==> src/rtl/svfpga_route_pkg.sv <==
// Shared types and constants for the tile routing blocks.
package svfpga_route_pkg;

  localparam int SEL_W      = 3;
  localparam int NUM_LE_OUT = 4;

  typedef logic [SEL_W-1:0] sel_t;

  localparam sel_t SEL_OPEN = 3'b111;

  typedef enum logic [1:0] {
    IDLE   = 2'd0,
    SHIFT  = 2'd1,
    COMMIT = 2'd2
  } cfg_state_t;

  // Selects 0..3 pick an LE output; 4..7 leave the track undriven.
  function automatic logic sel_drives(input sel_t sel);
    return ~sel[SEL_W-1];
  endfunction

endpackage

==> src/rtl/leo_route_cfg_shift_chain.sv <==
// Serial config chain with shadow shift register, bit counter and commit FSM.
// The committed vector only changes in COMMIT, so loading never disturbs the live route.
module cfg_shift_chain
  import svfpga_route_pkg::*;
#(
  parameter int               WIDTH   = 24,
  parameter logic [WIDTH-1:0] RST_VAL = '1
) (
  input  logic             clk,
  input  logic             nrst,
  input  logic             i_config_en,
  input  logic             i_config_data_in,
  output logic             o_config_data_out,
  output logic             o_cfg_err,
  output logic [WIDTH-1:0] o_cfg
);

  localparam int               CNT_W    = $clog2(WIDTH + 2);
  localparam logic [CNT_W-1:0] CNT_FULL = CNT_W'(WIDTH);
  localparam logic [CNT_W-1:0] CNT_SAT  = CNT_W'(WIDTH + 1);

  cfg_state_t       r_state;
  cfg_state_t       w_state_next;
  logic [WIDTH-1:0] r_shreg;
  logic [WIDTH-1:0] r_cfg;
  logic [CNT_W-1:0] r_count;
  logic             r_cfg_err;
  logic             w_shift;
  logic             w_commit;
  logic             w_load_bad;

  always_ff @(posedge clk or negedge nrst) begin
    if (!nrst) r_state <= IDLE;
    else       r_state <= w_state_next;
  end

  // COMMIT never shifts, so a config_en rising there simply waits one cycle.
  always_comb begin
    w_state_next = r_state;
    case (r_state)
      IDLE:    if (i_config_en) w_state_next = SHIFT;
      SHIFT:   if (!i_config_en) w_state_next = (r_count == CNT_FULL) ? COMMIT : IDLE;
      COMMIT:  w_state_next = i_config_en ? SHIFT : IDLE;
      default: w_state_next = IDLE;
    endcase
  end

  always_comb begin
    w_shift    = (r_state == SHIFT) && i_config_en;
    w_commit   = (r_state == COMMIT);
    w_load_bad = (r_state == SHIFT) && !i_config_en && (r_count != CNT_FULL);
  end

  always_ff @(posedge clk or negedge nrst) begin
    if (!nrst) begin
      r_shreg   <= '1;
      r_cfg     <= RST_VAL;
      r_count   <= '0;
      r_cfg_err <= 1'b0;
    end else begin
      if (w_shift) begin
        r_shreg <= {i_config_data_in, r_shreg[WIDTH-1:1]};
        if (r_count != CNT_SAT) r_count <= r_count + 1'b1;
      end
      if (w_load_bad) begin
        r_cfg_err <= 1'b1;
        r_count   <= '0;
      end
      if (w_commit) begin
        r_cfg     <= r_shreg;
        r_cfg_err <= 1'b0;
        r_count   <= '0;
      end
    end
  end

  assign o_config_data_out = r_shreg[0];
  assign o_cfg_err         = r_cfg_err;
  assign o_cfg             = r_cfg;

endmodule

==> src/rtl/leo_route.sv <==
// LE-output to routing-track drive with serially loaded per-track selects.
// Define LEO_REG_OUT_EN to register trk_out/trk_oe (1-cycle latency); otherwise they are combinational.
module leo_route
  import svfpga_route_pkg::*;
#(
  parameter int NUM_TRACKS = 8
) (
  input  logic                  clk,
  input  logic                  nrst,
  input  logic                  en,
  input  logic                  config_en,
  input  logic                  config_data_in,
  output logic                  config_data_out,
  input  logic [NUM_LE_OUT-1:0] leout,
  output logic [NUM_TRACKS-1:0] trk_out,
  output logic [NUM_TRACKS-1:0] trk_oe,
  output logic                  cfg_err
);

  localparam int CFG_BITS = NUM_TRACKS * SEL_W;

  logic [CFG_BITS-1:0]   w_cfg;
  logic [NUM_TRACKS-1:0] w_trk_out;
  logic [NUM_TRACKS-1:0] w_trk_oe;

  cfg_shift_chain #(
    .WIDTH   (CFG_BITS),
    .RST_VAL ({NUM_TRACKS{SEL_OPEN}})
  ) u_chain (
    .clk               (clk),
    .nrst              (nrst),
    .i_config_en       (config_en),
    .i_config_data_in  (config_data_in),
    .o_config_data_out (config_data_out),
    .o_cfg_err         (cfg_err),
    .o_cfg             (w_cfg)
  );

  generate
    for (genvar gi = 0; gi < NUM_TRACKS; gi++) begin : g_trk
      sel_t w_sel;
      assign w_sel         = w_cfg[gi*SEL_W +: SEL_W];
      assign w_trk_oe[gi]  = en & sel_drives(w_sel);
      assign w_trk_out[gi] = sel_drives(w_sel) & leout[w_sel[1:0]];
    end
  endgenerate

`ifdef LEO_REG_OUT_EN
  logic [NUM_TRACKS-1:0] r_trk_out;
  logic [NUM_TRACKS-1:0] r_trk_oe;

  always_ff @(posedge clk or negedge nrst) begin
    if (!nrst) begin
      r_trk_out <= '0;
      r_trk_oe  <= '0;
    end else begin
      r_trk_out <= w_trk_out;
      r_trk_oe  <= w_trk_oe;
    end
  end

  assign trk_out = r_trk_out;
  assign trk_oe  = r_trk_oe;
`else
  assign trk_out = w_trk_out;
  assign trk_oe  = w_trk_oe;
`endif

endmodule
==> config.mk <==
export PLATFORM = sky130hd
export DESIGN_NAME = leo_route
export DESIGN_NICKNAME = d
export VERILOG_FILES = /design/src/rtl/svfpga_route_pkg.sv /design/src/rtl/leo_route_cfg_shift_chain.sv /design/src/rtl/leo_route.sv
export SDC_FILE = /design/constraint.sdc
export NUM_CORES = 1
export LEC_CHECK = 0
export BUFFER_PORTS_ARGS = -buffer_cell sky130_fd_sc_hd__clkbuf_2
export CAP_MARGIN = 20
export CORE_ASPECT_RATIO = 0.9
export CORE_MARGIN = 3
export CORE_UTILIZATION = 50
export CTS_CLUSTER_SIZE = 12
export DETAILED_ROUTE_END_ITERATION = 8
export PLACE_DENSITY = 0.78
export RECOVER_POWER = 25
export SLEW_MARGIN = 20
export SYNTH_ARGS = -nofsm -noshare
export SYNTH_HDL_FRONTEND = slang
export SYNTH_SLANG_ARGS = --single-unit
==> constraint.sdc <==
create_clock -name clk -period 3.2 [get_ports clk]
set_input_delay 0.16 -clock clk [delete_from_list [all_inputs] [get_ports clk]]
set_output_delay 0.16 -clock clk [all_outputs]
set_load 0.05 [all_outputs]
==> flow_summary_export.csv <==
group,metric,value,unit
outcome,outcome,"finished with violations",
outcome,failed_checks,"capacitance limit, slew limit",
cts,cts_hold_buffers,0,
routing,drtPass1Iterations,4,
job,max-cap-violations,1,
global_route,grt_most_used_layer,"met2",
cts,ctsLongestPathBuffers,2,
cts,tritoncts.num_buffers,5,
global_route,antenna_found_initial,0,
timing,timing.clock.skew,0.006046,ns
worst_setup_path,required,3.04,ns
pwr,vdd_ir_drop_max,0.1792,mV
global_route,track_usage,16.61,%
synthesis,yosys.area_share.adder,1.463,%
synthesis,synth_compound_gate_area_share,2.878,%
place,gp_congestion,0.7624,
timing,final_min_period_over_clock_period,58.40,%
cts,worst_skew_pair_later_pin_latency,0.30,ns
synthesis,synth_mux_area_share,17.56,%
timing,rsz0062_at_grt,"no",
synthesis,synth-warning-count,0,
global_route,grt_util_met3,3.269,%
pwr,power_density,475.9,mW/mm^2
synthesis,synth_xor_area_share,0,%
floorplanning,io_pins,27,
floorplanning,die_width,81.50,um
global_route,grt_max_degree,42,
timing,tns,0,ns
worst_setup_path,timing.critical_path.from_type,"register",
synthesis,flip_flop_and_latch_count_after_synthesis,56,
cts,tritoncts,"yes",
cts,cts.clk_slew.worst_paths,0.09,ns
routing,vias,1658,
synthesis,post_synth_instance_area,0.002565,mm^2
finish,finalCoreUtilization,58.21,%
routing,antenna_violating_nets_post_route,0,
global_route,grt-ovfl-total,0,
global_route,grtUsageMet2,28.39,%
routing,detail_route.wl_per_cell,14.36,um
floorplanning,die_height,73.95,um
worst_setup_path,path_class,"register to primary output",
synthesis,netlist_instances,222,
floorplanning,floorplan.initialDensity,52.40,%
finish,nNetsFinal,262,
worst_hold_path,whs_path_depth,3,
synthesis,synth_cell_type_count,24,
worst_hold_path,timing.hold.worst.class,"input port to register",
timing,max_freq,535.1,MHz
routing,drc,0,
cts,cts.sink_count,56,
worst_setup_path,worstSetupEndpointType,"primary output",
timing,tightestPinTransition,2.083,ns
pwr,power.static_leakage,1.295,nW
finish,drive_gt1_share,36.65,%
floorplanning,floorplan.rows,24,
floorplanning,fp.coreArea,0.004895,mm^2
cts,clock_tree.htree_level_count,2,
timing,finalCriticalPeriod,1.869,ns
finish,num_antenna_cells,0,
cts,post-cts-setup-buffers,0,
timing,slew_violations,42,
cts,cts.repair.resized,0,
routing,drt-initial-drc-count,71,
finish,areaGrowthSynthToFinish,11.07,%
finish,fillers,410,
worst_setup_path,crit_fanout,2,
global_route,groute.layer.met1.usage,21.80,%
timing,setup_viol,0,
worst_setup_path,cp.arrival,1.71,ns
timing,hold_viol_final,0,
worst_setup_path,worstRegToRegCells,3,
global_route,vias_in_the_first_global_route,1634,
global_route,grt_pass1_wl,7590,um
timing,max_slew_margin,-38.84,%
routing,finalWirelength,4537,um
floorplanning,die-area,0.006026,mm^2
place,placement.io_buffers,26,
place,dp_hpwl,3156,um
synthesis,synthSimpleGateAreaFrac,18.63,%
routing,detail_route.vias_per_cell,5.247,
synthesis,avg_inst_size_synth,11.55,um^2
synthesis,share_of_synthesized_area_occupied_by_flip_flops_and_latches,56.98,%
synthesis,syn-num-nets,234,
cts,cts-root-buf,"sky130_fd_sc_hd__clkbuf_8",
synthesis,synth_top_family_by_area,"simple AND/OR/NAND/NOR gates",
Yosys cell counts:
library cell               count  share of area (%)
sky130_fd_sc_hd__and4b_1       1               0.39
sky130_fd_sc_hd__nor2b_1      18                4.4
sky130_fd_sc_hd__mux4_2        8                7.0
sky130_fd_sc_hd__mux2_1       24                 11
sky130_fd_sc_hd__o21ai_1       1               0.19
sky130_fd_sc_hd__dfrtp_1       8                7.8
sky130_fd_sc_hd__clkbuf_1      1               0.15
sky130_fd_sc_hd__or3_1         2               0.49
sky130_fd_sc_hd__or4_1         1               0.29
sky130_fd_sc_hd__nand3b_1      1               0.29
sky130_fd_sc_hd__a21o_1        1               0.29
sky130_fd_sc_hd__nand3_1       4               0.78
sky130_fd_sc_hd__buf_2         6                1.2
sky130_fd_sc_hd__a31oi_1       1               0.24
sky130_fd_sc_hd__dfstp_2      48                 49
sky130_fd_sc_hd__nand2_1      73                 11
sky130_fd_sc_hd__ha_1          3                1.5
sky130_fd_sc_hd__nand4b_1      2               0.68
sky130_fd_sc_hd__o21ai_0       5               0.98
sky130_fd_sc_hd__nor3b_1       1               0.29
sky130_fd_sc_hd__inv_1         4               0.59
sky130_fd_sc_hd__buf_4         2               0.59
sky130_fd_sc_hd__and3b_1       1               0.34
sky130_fd_sc_hd__a21oi_1       6                1.2
layer usage:
layer / vias up / share of wire [%]
li1: 795 / -
met2: 27 / 50
met1: 836 / 46
met4: 0 / 0
met5: - / 0
met3: 0 / 3.6
critical path: stages, from the launching register on:
cell,delay (ns)
sky130_fd_sc_hd__dfstp_2,0.55
sky130_fd_sc_hd__mux4_2,0.49
sky130_fd_sc_hd__nor2b_1,0.14
sky130_fd_sc_hd__clkbuf_2,0.23
final cells by class:
| class | instances | area [um^2] | area share [%] |
|---|---|---|---|
| Clock buffer | 8 | 90.09 | 3.162 |
| Inverter | 4 | 15.01 | 0.5270 |
| Multi-Input combinational cell | 153 | 1042 | 36.58 |
| Sequential cell | 56 | 1461 | 51.30 |
| Tap cell | 65 | 81.33 | 2.855 |
| Timing Repair Buffer | 30 | 158.9 | 5.578 |
where the power goes:
group          internal, mW  switching, mW
registers             0.783         0.0377
clock network         0.177          0.203
logic                0.0481          0.107
path summary, 6_finish.rpt:
kind	start	endpoint	slack [ns]
worst max-delay path	u_chain.o_cfg[0]	trk_out[0]	1.33
worst min-delay path	config_data_in	u_chain.r_shreg[23]	0.03
worst max register to register	u_chain.r_state[1]	u_chain.r_count[0]	1.58
worst min register to register	u_chain.r_shreg[18]	u_chain.r_shreg[17]	0.47
max in group asynchronous	nrst	u_chain.r_count[0]	1.56
min in group asynchronous	nrst	u_chain.r_count[4]	0.46
per-stage QoR:
| stage | power (mW) | hold slack, ns | worst slack (ns) | instances | area, um^2 |
|---|---|---|---|---|---|
| after floorplan | 0.9283 | -0.1356 | 1.611 | 222 | 2565 |
| after global placement | 0.9831 | 0.3392 | 1.614 | 308 | 2760 |
| after detailed placement | 0.9906 | 0.3480 | 1.569 | 308 | 2760 |
| after CTS | 1.372 | 0.01865 | 1.313 | 316 | 2850 |
| after global routing | 1.423 | 0.03596 | 1.166 | 316 | 2849 |
| final | 1.356 | 0.02518 | 1.331 | 316 | 2849 |
kinds of logic (layout without fill, tap and decap cells):
logic type	count (synthesis)	after routing
AO/OA/AOI/OAI	14	14
adder cells (fa/ha/maj)	3	3
buffers and inverters	13	42
flip-flops	56	56
multiplexers	32	32
AND/OR/NAND/NOR	104	104
cell usage in the layout, fill, tap and decap left out, drive strengths merged:
cell type  count
nand2         73
dfstp         48
clkbuf        34
mux2          24
nor2b         18
mux4           8
dfrtp          8
a21oi          6
o21ai          6
inv            4
nand3          4
buf            4
ha             3
nand4b         2
or3            2
and3b          1
nand3b         1
nor3b          1
a31oi          1
a21o           1
and4b          1
or4            1
flip-flops by register name, summed over array words and instances (netlist names):
| register | count |
|---|---|
| u_chain.o_cfg | 24 |
| u_chain.r_shreg | 24 |
| u_chain.r_count | 5 |
| u_chain.r_state | 2 |
| u_chain.o_cfg_err | 1 |
No activity file was read; power rests on OpenSTA's default activity.
